==> src/rtl/vrf_seq_pkg.sv <==
// vrf_seq_pkg: shared types and default geometry for the VRF element sequencer.
package vrf_seq_pkg;
  localparam int AW = 5;
  localparam int DW = 32;
  localparam int NE = 32;
  typedef enum logic [1:0] {IDLE, ISSUE, DRAIN, DONE} state_t;
  typedef struct packed {
    logic [AW-1:0] vs1;
    logic [AW-1:0] vs2;
    logic [AW-1:0] vd;
    logic [AW:0]   vl;
    logic          wb;
  } cmd_t;
endpackage

==> src/rtl/vrf_seq_opslot.sv <==
// vrf_seq_opslot: single-entry operand register; contents hold until op_ready.
module vrf_seq_opslot #(
  parameter int AW = 5,
  parameter int DW = 32
) (
  input  logic          clk,
  input  logic          reset,
  input  logic          load,
  input  logic          op_ready,
  input  logic [DW-1:0] a_in,
  input  logic [DW-1:0] b_in,
  input  logic [AW-1:0] idx_in,
  input  logic          last_in,
  output logic          free,
  output logic          op_valid,
  output logic [DW-1:0] op_a,
  output logic [DW-1:0] op_b,
  output logic [AW-1:0] op_idx,
  output logic          op_last
);
  logic          valid_q, valid_d, last_q, last_d;
  logic [DW-1:0] a_q, a_d, b_q, b_d;
  logic [AW-1:0] idx_q, idx_d;
  always_comb begin
    valid_d = load ? 1'b1 : (op_ready ? 1'b0 : valid_q);
    a_d     = load ? a_in : a_q;
    b_d     = load ? b_in : b_q;
    idx_d   = load ? idx_in : idx_q;
    last_d  = load ? last_in : last_q;
  end
  always_ff @(posedge clk or negedge reset) begin
    if (!reset) begin
      valid_q <= 1'b0;
      a_q     <= '0;
      b_q     <= '0;
      idx_q   <= '0;
      last_q  <= 1'b0;
    end else begin
      valid_q <= valid_d;
      a_q     <= a_d;
      b_q     <= b_d;
      idx_q   <= idx_d;
      last_q  <= last_d;
    end
  end
  assign free     = !valid_q || op_ready;
  assign op_valid = valid_q;
  assign op_a     = a_q;
  assign op_b     = b_q;
  assign op_idx   = idx_q;
  assign op_last  = last_q;
endmodule

==> src/rtl/vrf_elem_sequencer.sv <==
// vrf_elem_sequencer: walks a vector command element by element, streams operands
// to the lane and writes in-order results back to the destination register.
module vrf_elem_sequencer
  import vrf_seq_pkg::*;
#(
  parameter int ADDR_WIDTH = AW,
  parameter int DATA_WIDTH = DW,
  parameter int NUM_ELE    = NE
) (
  input  logic                  clk,
  input  logic                  reset,
  input  logic                  cmd_valid,
  output logic                  cmd_ready,
  input  logic [ADDR_WIDTH-1:0] cmd_vs1,
  input  logic [ADDR_WIDTH-1:0] cmd_vs2,
  input  logic [ADDR_WIDTH-1:0] cmd_vd,
  input  logic [ADDR_WIDTH:0]   cmd_vl,
  input  logic                  cmd_wb,
  output logic [ADDR_WIDTH-1:0] rAddr1_1,
  output logic [ADDR_WIDTH-1:0] rAddr2_1,
  input  logic [DATA_WIDTH-1:0] rData1,
  output logic [ADDR_WIDTH-1:0] rAddr1_2,
  output logic [ADDR_WIDTH-1:0] rAddr2_2,
  input  logic [DATA_WIDTH-1:0] rData2,
  output logic [ADDR_WIDTH-1:0] wAddr1,
  output logic [ADDR_WIDTH-1:0] wAddr2,
  output logic [DATA_WIDTH-1:0] wData,
  output logic                  wEnable,
  output logic                  op_valid,
  input  logic                  op_ready,
  output logic [DATA_WIDTH-1:0] op_a,
  output logic [DATA_WIDTH-1:0] op_b,
  output logic [ADDR_WIDTH-1:0] op_idx,
  output logic                  op_last,
  input  logic                  res_valid,
  output logic                  res_ready,
  input  logic [DATA_WIDTH-1:0] res_data,
  output logic                  busy,
  output logic                  done
);
  localparam logic [ADDR_WIDTH:0] VL_MAX = (ADDR_WIDTH + 1)'(NUM_ELE);
  state_t                state_q, state_d;
  cmd_t                  cmd_q, cmd_d;
  logic [ADDR_WIDTH-1:0] iss_q, iss_d, wbi_q, wbi_d;
  logic [ADDR_WIDTH:0]   vl_in, vl_m1;
  logic                  free, capture, last_iss, last_wb, op_clear;
  assign vl_in     = cmd_vl > VL_MAX ? VL_MAX : cmd_vl;
  assign vl_m1     = cmd_q.vl - 1'b1;
  assign last_iss  = {1'b0, iss_q} == vl_m1;
  assign last_wb   = {1'b0, wbi_q} == vl_m1;
  assign capture   = state_q == ISSUE && free;
  assign op_clear  = !op_valid || op_ready;
  assign res_ready = (state_q == ISSUE || state_q == DRAIN) && cmd_q.wb;
  assign wEnable   = res_valid && res_ready;
  assign wAddr1    = cmd_q.vd;
  assign wAddr2    = wbi_q;
  assign wData     = res_data;
  assign rAddr1_1  = cmd_q.vs1;
  assign rAddr1_2  = cmd_q.vs2;
  assign rAddr2_1  = iss_q;
  assign rAddr2_2  = iss_q;
  assign cmd_ready = state_q == IDLE;
  assign busy      = state_q != IDLE;
  assign done      = state_q == DONE;
  // Indices saturate at vl_eff-1 so addresses never wrap past the last element.
  always_comb begin
    state_d = state_q;
    cmd_d   = cmd_q;
    iss_d   = iss_q;
    wbi_d   = (wEnable && !last_wb) ? wbi_q + 1'b1 : wbi_q;
    unique case (state_q)
      IDLE: if (cmd_valid) begin
        cmd_d   = '{vs1: cmd_vs1, vs2: cmd_vs2, vd: cmd_vd, vl: vl_in, wb: cmd_wb};
        iss_d   = '0;
        wbi_d   = '0;
        state_d = vl_in != '0 ? ISSUE : DONE;
      end
      ISSUE: if (capture) begin
        iss_d   = last_iss ? iss_q : iss_q + 1'b1;
        state_d = last_iss ? DRAIN : ISSUE;
      end
      DRAIN: state_d = (op_clear && (!cmd_q.wb || (wEnable && last_wb))) ? DONE : DRAIN;
      DONE: state_d = IDLE;
      default: state_d = IDLE;
    endcase
  end
  always_ff @(posedge clk or negedge reset) begin
    if (!reset) begin
      state_q <= IDLE;
      cmd_q   <= '0;
      iss_q   <= '0;
      wbi_q   <= '0;
    end else begin
      state_q <= state_d;
      cmd_q   <= cmd_d;
      iss_q   <= iss_d;
      wbi_q   <= wbi_d;
    end
  end
  vrf_seq_opslot #(.AW(ADDR_WIDTH), .DW(DATA_WIDTH)) u_slot (
    .clk     (clk),
    .reset   (reset),
    .load    (capture),
    .op_ready(op_ready),
    .a_in    (rData1),
    .b_in    (rData2),
    .idx_in  (iss_q),
    .last_in (last_iss),
    .free    (free),
    .op_valid(op_valid),
    .op_a    (op_a),
    .op_b    (op_b),
    .op_idx  (op_idx),
    .op_last (op_last)
  );
endmodule
==> config.mk <==
export PLATFORM = sky130hd
export DESIGN_NAME = vrf_elem_sequencer
export DESIGN_NICKNAME = d
export VERILOG_FILES = /design/src/rtl/vrf_seq_pkg.sv /design/src/rtl/vrf_seq_opslot.sv /design/src/rtl/vrf_elem_sequencer.sv
export SDC_FILE = /design/constraint.sdc
export NUM_CORES = 1
export LEC_CHECK = 0
export ABC_AREA = 1
export CAP_MARGIN = 40
export CORE_UTILIZATION = 45
export CTS_BUF_LIST = sky130_fd_sc_hd__clkbuf_2
export DETAILED_ROUTE_END_ITERATION = 16
export DONT_BUFFER_PORTS = 1
export PLACE_DENSITY = 0.7
export SLEW_MARGIN = 20
export SYNTH_ARGS = -nofsm -noshare
export SYNTH_HDL_FRONTEND = slang
export SYNTH_SLANG_ARGS = --single-unit
==> constraint.sdc <==
create_clock -name clk -period 2.2 [get_ports clk]
set_input_delay 0.11 -clock clk [delete_from_list [all_inputs] [get_ports clk]]
set_output_delay 0.11 -clock clk [all_outputs]
set_load 0.05 [all_outputs]
==> summary.txt, run 1 <==
Run status
  – Outcome: finished with violations
  – Violated checks: negative hold slack

Drt
  – DRT antenna net count: 0
  – M1 wire length: 4364 um
  – WL met3: 888 um
  – Pre-Repair DR Iteration Count: 5
  – Wire per inst: 17.59 um
  – Drt total wl: 11910 um
  – DRC Markers: 0
  – Initial detailed-routing violation count: between 200 and 300
  – Routed met2 length: 6164 um
  – Top Layer Used: met4
  – Via density: between 5 and 6
  – Vias: approximately 3.5k

Worst setup path
  – Critical Path RT: 2.74 ns
  – R2r startpoint: state_q[0]$_DFFE_PN0P_
  – Slowest stage delay, CP: 0.58 ns
  – Crit path depth: 7
  – Crit path max-delay family: buffers and inverters
  – Worst setup path startpoint: state_q[0]$_DFFE_PN0P_
  – CP Cell Sequence: inv_1 -> ha_1 -> nand2_2 -> inv_1 -> nand2_1 -> dlygate4sd3_1 -> nand2_1
  – CP startpoint kind: flip-flop
  – Setup CP Type: flip-flop to flip-flop
  – R2r endpoint: rAddr1_2[2]$_DFFE_PN0P_
  – Worst path buffer plus inverter count: 3
  – CP Capture Type: flip-flop
  – Reg-to-reg setup timing slack: 0.19 ns
  – Crit Path Max Fanout: 8
  – CP max-delay cell: dlygate4sd3_1
  – FF-to-FF path depth: 7
  – Arr. time, crit path: 2.55 ns

Yosys
  – Distinct cells, synth: 28
  – Synthesized area: 4923 sq um
  – Synth Area in XOR/XNOR: less than 1%
  – Syn Nets: 601
  – YS warnings: 0
  – Largest family of logic cells by synthesized area: simple AND/OR/NAND/NOR gates
  – Mux cell area share after synthesis: around 15%
  – Sequential share of the synthesized area: 53.37%
  – Cells after Synth: between 400 and 500
  – Post-Synth Simple-Gate Area: 14.69%
  – Avg Cell Area, Syn: ~10 sq um
  – Synth Area in Compound Gates: between 3 and 4%
  – Synth Area in Adders: ~1.8%
  – Flops & latches, synth: 105

Pwr
  – Pwr/cell area: 1801 nW/um^2
  – Psw: 0.006117 W
  – Internal Power: 0.004557 W
  – Combinational power share: 32.7%
  – VDD IR-drop max: 0.0009907 V
  – Total power: about 0.011 W
  – Leakage: 2.712 nW
  – Reg power frac: 58.5%
  – Switching Fraction: between 50% and 60%
  – Clock Power Share: 8.8%

Floorplanning
  – Io pins: 261
  – Die area: 11360 sq um
  – Row cnt: 37
  – Die width: 106.6 um
  – CORE AREA: ~10000 sq um
  – Die H: 106.6 um
  – Starting Density: 47.06%

STA
  – Final hold violation count: 105
  – FMAX: 496.7 MHz
  – Final period utilization: 91.51%
  – # setup viols final: 0
  – Min Hold Slack: -0.8301 ns
  – Setup TNS: 0 ns
  – Worst slew pin tran: 0.6693 ns
  – Max Slew Vio Count: 0
  – Final worst slack: around 0.19 ns
  – RSZ-0062 raised after global routing: false
  – Crit path time final: 2.013 ns
  – Relative slew margins: 55.38%
  – Final clock skew: 0.03119 ns

Clock tree
  – Clock transition at the registers of the reported paths: roughly 0.30 ns
  – H-tree levels: 3
  – Clk_lat worst skew: 0.57 ns
  – Num Clock Sinks: roughly 110
  – CTS tree: done
  – CTS Buf Count: 9
  – Root Buffer: clkbuf_2
  – Cts hold-fix bufs: 99
  – Clock buffer depth: 2

Finish
  – P&R area growth vs syn: 20.38%
  – Ratio of cells with drive above 1 in the final layout: between 20% and 30%
  – Count of non-filler cells in the finished layout: around 680
  – Nets: 665

Global route
  – Initial antenna violation count: 0
  – Vias in the first global route: about 3.7k
  – GRT Overall Usage: a little over a fifth
  – First-pass GRT wire length: 18490 um
  – GRT Residual Overflow: 0
  – Largest net degree at the start of global routing: 106

Placement
  – GPL Wtd Cong: 0.9407
  – Placed insts: 559
  – Place WS: 0.4145 ns
  – # port buffers: 0
  – DPL Wire Length: 7281 um

Worst hold path
  – Hold crit path type: primary input to asynchronous set/reset pin

Run
  – Max_cap viols: 0
sequential cells by signal, summed over array words and instances, names as in the netlist:
register and flops:
rAddr1_2 5, u_slot.op_a 32, u_slot.op_valid 1, u_slot.op_last 1, rAddr2_1 5, state_q 2
u_slot.op_idx 5, cmd_q 7, rAddr1_1 5, wAddr2 5, wAddr1 5, u_slot.op_b 32
cell usage after synthesis:
cell | number | area share (%)
nand2_1 | 109 | 8.3
dfrtp_1 | 105 | 53
mux2_2 | 64 | 15
buf_4 | 56 | 8.5
inv_1 | 30 | 2.3
nand3_1 | 25 | 2.5
nor2_1 | 16 | 1.2
o21ai_0 | 16 | 1.6
ha_1 | 7 | 1.8
a21oi_1 | 6 | 0.61
buf_2 | 5 | 0.51
clkbuf_1 | 4 | 0.30
o21ai_1 | 4 | 0.41
inv_2 | 3 | 0.23
nor2_2 | 3 | 0.38
xor2_1 | 3 | 0.53
nand2_2 | 2 | 0.25
nand4_1 | 2 | 0.25
nor3_1 | 2 | 0.20
a21oi_2 | 1 | 0.18
a2bb2oi_2 | 1 | 0.30
nand2_4 | 1 | 0.23
nand3_2 | 1 | 0.20
nand3_4 | 1 | 0.36
nand4_2 | 1 | 0.25
nor2_4 | 1 | 0.23
nor4_1 | 1 | 0.13
or2_2 | 1 | 0.13
layout by cell type (no fill, tap or decap), types with 2 or more instances in the layout:
master / n
nor2_1: 14
a21oi_1: 6
o21ai_1: 4
inv_1: 30
nand3_1: 25
buf_4: 18
nor2_2: 3
clkbuf_2: 10
nand2_1: 107
dlygate4sd3_1: 99
nand2_2: 4
clkinv_4: 2
nor2_4: 3
xor2_1: 3
o21ai_0: 16
nand4_1: 2
inv_2: 3
mux2_2: 64
dfrtp_1: 105
ha_1: 7
nor3_1: 2
metrics by stage:
step	instance area [sq um]	utilization (%)
after floorplan	4923	-
after global placement	4776	45.65
after detailed placement	4776	45.65
after CTS	5899	56.39
after global routing	5924	56.63
final	5927	56.65
worst max path at each step:
stage	to	slack, ns
floorplan	rAddr2_1[0]$_DFFE_PN0P_	0.03
global placement	state_q[0]$_DFFE_PN0P_	0.45
detailed placement	state_q[0]$_DFFE_PN0P_	0.41
CTS	cmd_q[1]$_DFFE_PN0P_	0.04
global route	wEnable	0.06
finish	rAddr1_2[2]$_DFFE_PN0P_	0.19
logic make-up (layout without fill, tap and decap cells):
kind of cell | count (synthesis) | count (layout)
AND/OR/NAND/NOR | 166 | 166
flip-flops | 105 | 105
buffers and inverters | 98 | 167
multiplexers | 64 | 64
AO/OA/AOI/OAI | 28 | 28
adder cells (fa/ha/maj) | 7 | 7
XOR/XNOR | 3 | 3
other | 0 | 1
repair_timing:
action / 4_1_cts / 5_1_grt
pin swaps: 0 / 1
setup endpoints to repair: 1 / 6
gates resized for setup: 2 / 3
setup buffers: 0 / 2
hold endpoints to repair: 199 / 105
power by group through the flow:
| stage | registers, W | logic (W) | clock network (W) |
|---|---|---|---|
| detailed placement | 0.00626 | 0.00325 | 0 |
| floorplan | 0.00579 | 0.00332 | 0 |
| finish | 0.00624 | 0.00349 | 0.000940 |
| CTS | 0.00622 | 0.00341 | 0.000967 |
| global route | 0.00633 | 0.00385 | 0.00104 |
| global placement | 0.00624 | 0.00312 | 0 |
routing by layer:
layer  vias to the layer above  global-route usage, %
met5                         -                      0
met4                         0                  12.82
met3                        54                  5.471
met2                       189                  36.54
met1                      1690                  23.23
li1                       1600                      -
area by class of cell:
| type | instances | area (sq um) |
|---|---|---|
| Fill cell | 856 | 4536 |
| Clock inverter | 6 | 75.07 |
| Timing Repair Buffer | 118 | 1146 |
| Clock buffer | 10 | 50.05 |
| Antenna cell | 1 | 2.502 |
| Inverter | 33 | 123.9 |
| Multi-Input combinational cell | 268 | 1732 |
| Tap cell | 136 | 170.2 |
| Sequential cell | 105 | 2628 |
Note: power is estimated with default switching activity, not from simulation.
==> inputs of run 2 (changes only) <==
--- a/config.mk
+++ b/config.mk
@@ -9,9 +9,12 @@
 export CAP_MARGIN = 40
 export CORE_UTILIZATION = 45
 export CTS_BUF_LIST = sky130_fd_sc_hd__clkbuf_2
+export CTS_CLUSTER_SIZE = 24
 export DETAILED_ROUTE_END_ITERATION = 16
 export DONT_BUFFER_PORTS = 1
+export MAX_ROUTING_LAYER = met4
 export PLACE_DENSITY = 0.7
+export SKIP_CTS_REPAIR_TIMING = 1
 export SLEW_MARGIN = 20
 export SYNTH_ARGS = -nofsm -noshare
 export SYNTH_HDL_FRONTEND = slang
==> summary.txt, run 2 (synthesis gave the netlist of run 1 again) <==
Finish
  – Most frequent cells in the layout: nand2_1 (108), dfrtp_1 (105), dlygate4sd3_1 (89) (was nand2_1 (107), dfrtp_1 (105), dlygate4sd3_1 (99))
  – Count of non-filler cells in the finished layout: 666 (was 677)
  – Multi-input logic area: 1722 sq um (was 1732 sq um)
  – Ratio of cells with drive above 1 in the final layout: 22.08% (was 22.04%)
  – Most common cell after layout, fill and taps aside: nand2_1 (unchanged)
  – FILL cells: 874 (was 856)
  – Diodes inserted: 0 (was 1)
  – Nets: 655 (was 665)
  – Register area: 2628 sq um (unchanged)
  – P&R area growth vs syn: 18.09% (was 20.38%)

Worst setup path
  – CP startpoint kind: flip-flop (unchanged)
  – FF-to-FF path depth: 5 (was 7)
  – Arr. time, crit path: 1.91 ns (was 2.55 ns)
  – CP Capture Type: primary output (was flip-flop)
  – Crit Path Max Fanout: 7 (was 8)
  – Critical Path RT: 2.09 ns (was 2.74 ns)
  – Setup CP Type: flip-flop to primary output (was flip-flop to flip-flop)

Clock tree
  – Clock transition at the registers of the reported paths: 0.30 ns (about the same)
  – H-tree levels: 3 (unchanged)
  – Clock buffer depth: 2 (unchanged)
  – Num Clock Sinks: 105 (unchanged)
  – CTS Buf Count: 9 (unchanged)
  – Clk_lat worst skew: 0.57 ns (about the same)
  – Root Buffer: clkbuf_2 (unchanged)
  – CTS tree: done (unchanged)

Floorplanning
  – Row cnt: 37 (unchanged)
  – Die H: 106.6 um (unchanged)
  – Io pins: 261 (unchanged)
  – Starting Density: 47.06% (unchanged)
  – Die width: 106.6 um (unchanged)
  – Die area: 11360 sq um (unchanged)
  – CORE AREA: 10460 sq um (unchanged)

STA
  – Worst slew pin tran: 0.6509 ns (was 0.6693 ns)
  – Final hold violation count: 105 (unchanged)
  – Final clock skew: 0.02498 ns (was 0.03119 ns)
  – # setup viols final: 0 (unchanged)
  – RSZ-0062 raised after global routing: false (unchanged)
  – Final worst slack: 0.1824 ns (was 0.1869 ns)
  – Relative slew margins: 56.61% (was 55.38%)
  – FMAX: 495.6 MHz (was 496.7 MHz)
  – Max Slew Vio Count: 0 (unchanged)
  – Final period utilization: 91.71% (was 91.51%)
  – Crit path time final: 2.018 ns (was 2.013 ns)
  – Min Hold Slack: -0.8436 ns (was -0.8301 ns)

Drt
  – DRC Markers: 0 (unchanged)
  – Wire per inst: 17.14 um (was 17.59 um)
  – Via density: 5.182 (was 5.219)
  – Vias: 3451 (was 3533)
  – DRT antenna net count: 0 (unchanged)
  – Drt total wl: 11420 um (was 11910 um)
  – Pre-Repair DR Iteration Count: 4 (was 5)
  – Initial detailed-routing violation count: 191 (was 266)

Run
  – Max_cap viols: 0 (unchanged)

Pwr
  – Combinational power share: 32.4% (was 32.7%)
  – Leakage: 2.695 nW (was 2.712 nW)
  – Pwr/cell area: 1823 nW/um^2 (was 1801 nW/um^2)
  – Internal Power: 0.004529 W (was 0.004557 W)
  – Psw: 0.006073 W (was 0.006117 W)
  – Switching Fraction: 57.28% (was 57.31%)
  – Clock Power Share: 8.8% (about the same)
  – Reg power frac: 58.8% (was 58.5%)
  – VDD IR-drop max: 0.001008 V (was 0.0009907 V)
  – Total power: 0.01060 W (was 0.01067 W)

Global route
  – GRT Residual Overflow: 0 (unchanged)
  – GRT Overall Usage: 17.93% (was 21.13%)
  – Largest net degree at the start of global routing: 106 (unchanged)
  – First-pass GRT wire length: 15240 um (was 18490 um)
  – Initial antenna violation count: 0 (unchanged)
  – Vias in the first global route: 3040 (was 3716)

Placement
  – # port buffers: 0 (unchanged)
  – GPL Wtd Cong: 0.9576 (was 0.9407)
  – Place WS: 0.4145 ns (unchanged)
  – DPL Wire Length: 7281 um (unchanged)
  – Placed insts: 559 (unchanged)

Worst hold path
  – Hold crit path type: primary input to asynchronous set/reset pin (unchanged)

Run status
  – Outcome: finished with violations (unchanged)
  – Violated checks: negative hold slack (unchanged)
-- run 2: cell types whose count changed in the layout (fill, tap and decap cells not counted), sizes merged --
cell / before / now
dlygate4sd3: 99 / 89
diode: 1 / 0
-- run 2: per-stage QoR --
| stage | instance area [sq um] | setup TNS (ns) | util (%) |
|---|---|---|---|
| finish | 5814 | 0 | 55.57 |
| global placement | 4776 | 0 | 45.65 |
| global route | 5814 | 0 | 55.57 |
| CTS | 4901 | -0.1845 | 46.84 |
| detailed placement | 4776 | 0 | 45.65 |
| floorplan | 4923 | 0 | - |
-- run 2: power by group through the flow --
stage	clock, W	sequential (W)	combinational [W]
after global placement	0	0.00624	0.00312
final	0.000935	0.00624	0.00343
after CTS	0.000967	0.00622	0.00325
after floorplan	0	0.00579	0.00332
after detailed placement	0	0.00626	0.00325
after global routing	0.00104	0.00633	0.00378
-- run 2: cell type report --
| cell class | count | share of cell area [%] |
|---|---|---|
| clock inverters | 6 | 1.291 |
| repair buffers | 108 | 17.99 |
| inverters | 33 | 2.130 |
| multi-input cells | 268 | 29.61 |
| flip-flops and latches | 105 | 45.19 |
| clock buffers | 10 | 0.8608 |
| well taps | 136 | 2.927 |
-- run 2: worst max-delay path, cell delays in order, from the launching register on --
cell and delay [ns]:
dfrtp_1 0.48, inv_1 0.09, ha_1 0.25, inv_1 0.25, buf_4 0.26
-- run 2: worst paths after layout --
kind	from	slack [ns]	end
worst min-delay path	reset	-0.84	u_slot.op_a[20]$_DFFE_PN0P_
max in group asynchronous	reset	2.83	cmd_q[2]$_DFFE_PN0P_
worst max-delay path	state_q[0]$_DFFE_PN0P_	0.18	busy
worst min register to register	cmd_q[0]$_DFFE_PN0P_	0.57	cmd_q[0]$_DFFE_PN0P_
min in group clk	rData2[9]	0.17	u_slot.op_b[9]$_DFFE_PN0P_
worst max register to register	state_q[1]$_DFFE_PN0P_	0.35	u_slot.op_a[21]$_DFFE_PN0P_
-- run 2: per-layer routing --
metal  routed length, um  vias up  track usage [%]  share of wire, %
li1                    -     1584                -                 -
met1                4367     1683            21.41                38
met2                6042      150            28.25                53
met3                 708       34            4.559               6.2
met4                 297        0            9.002               2.6
met5                   0        -                -                 0
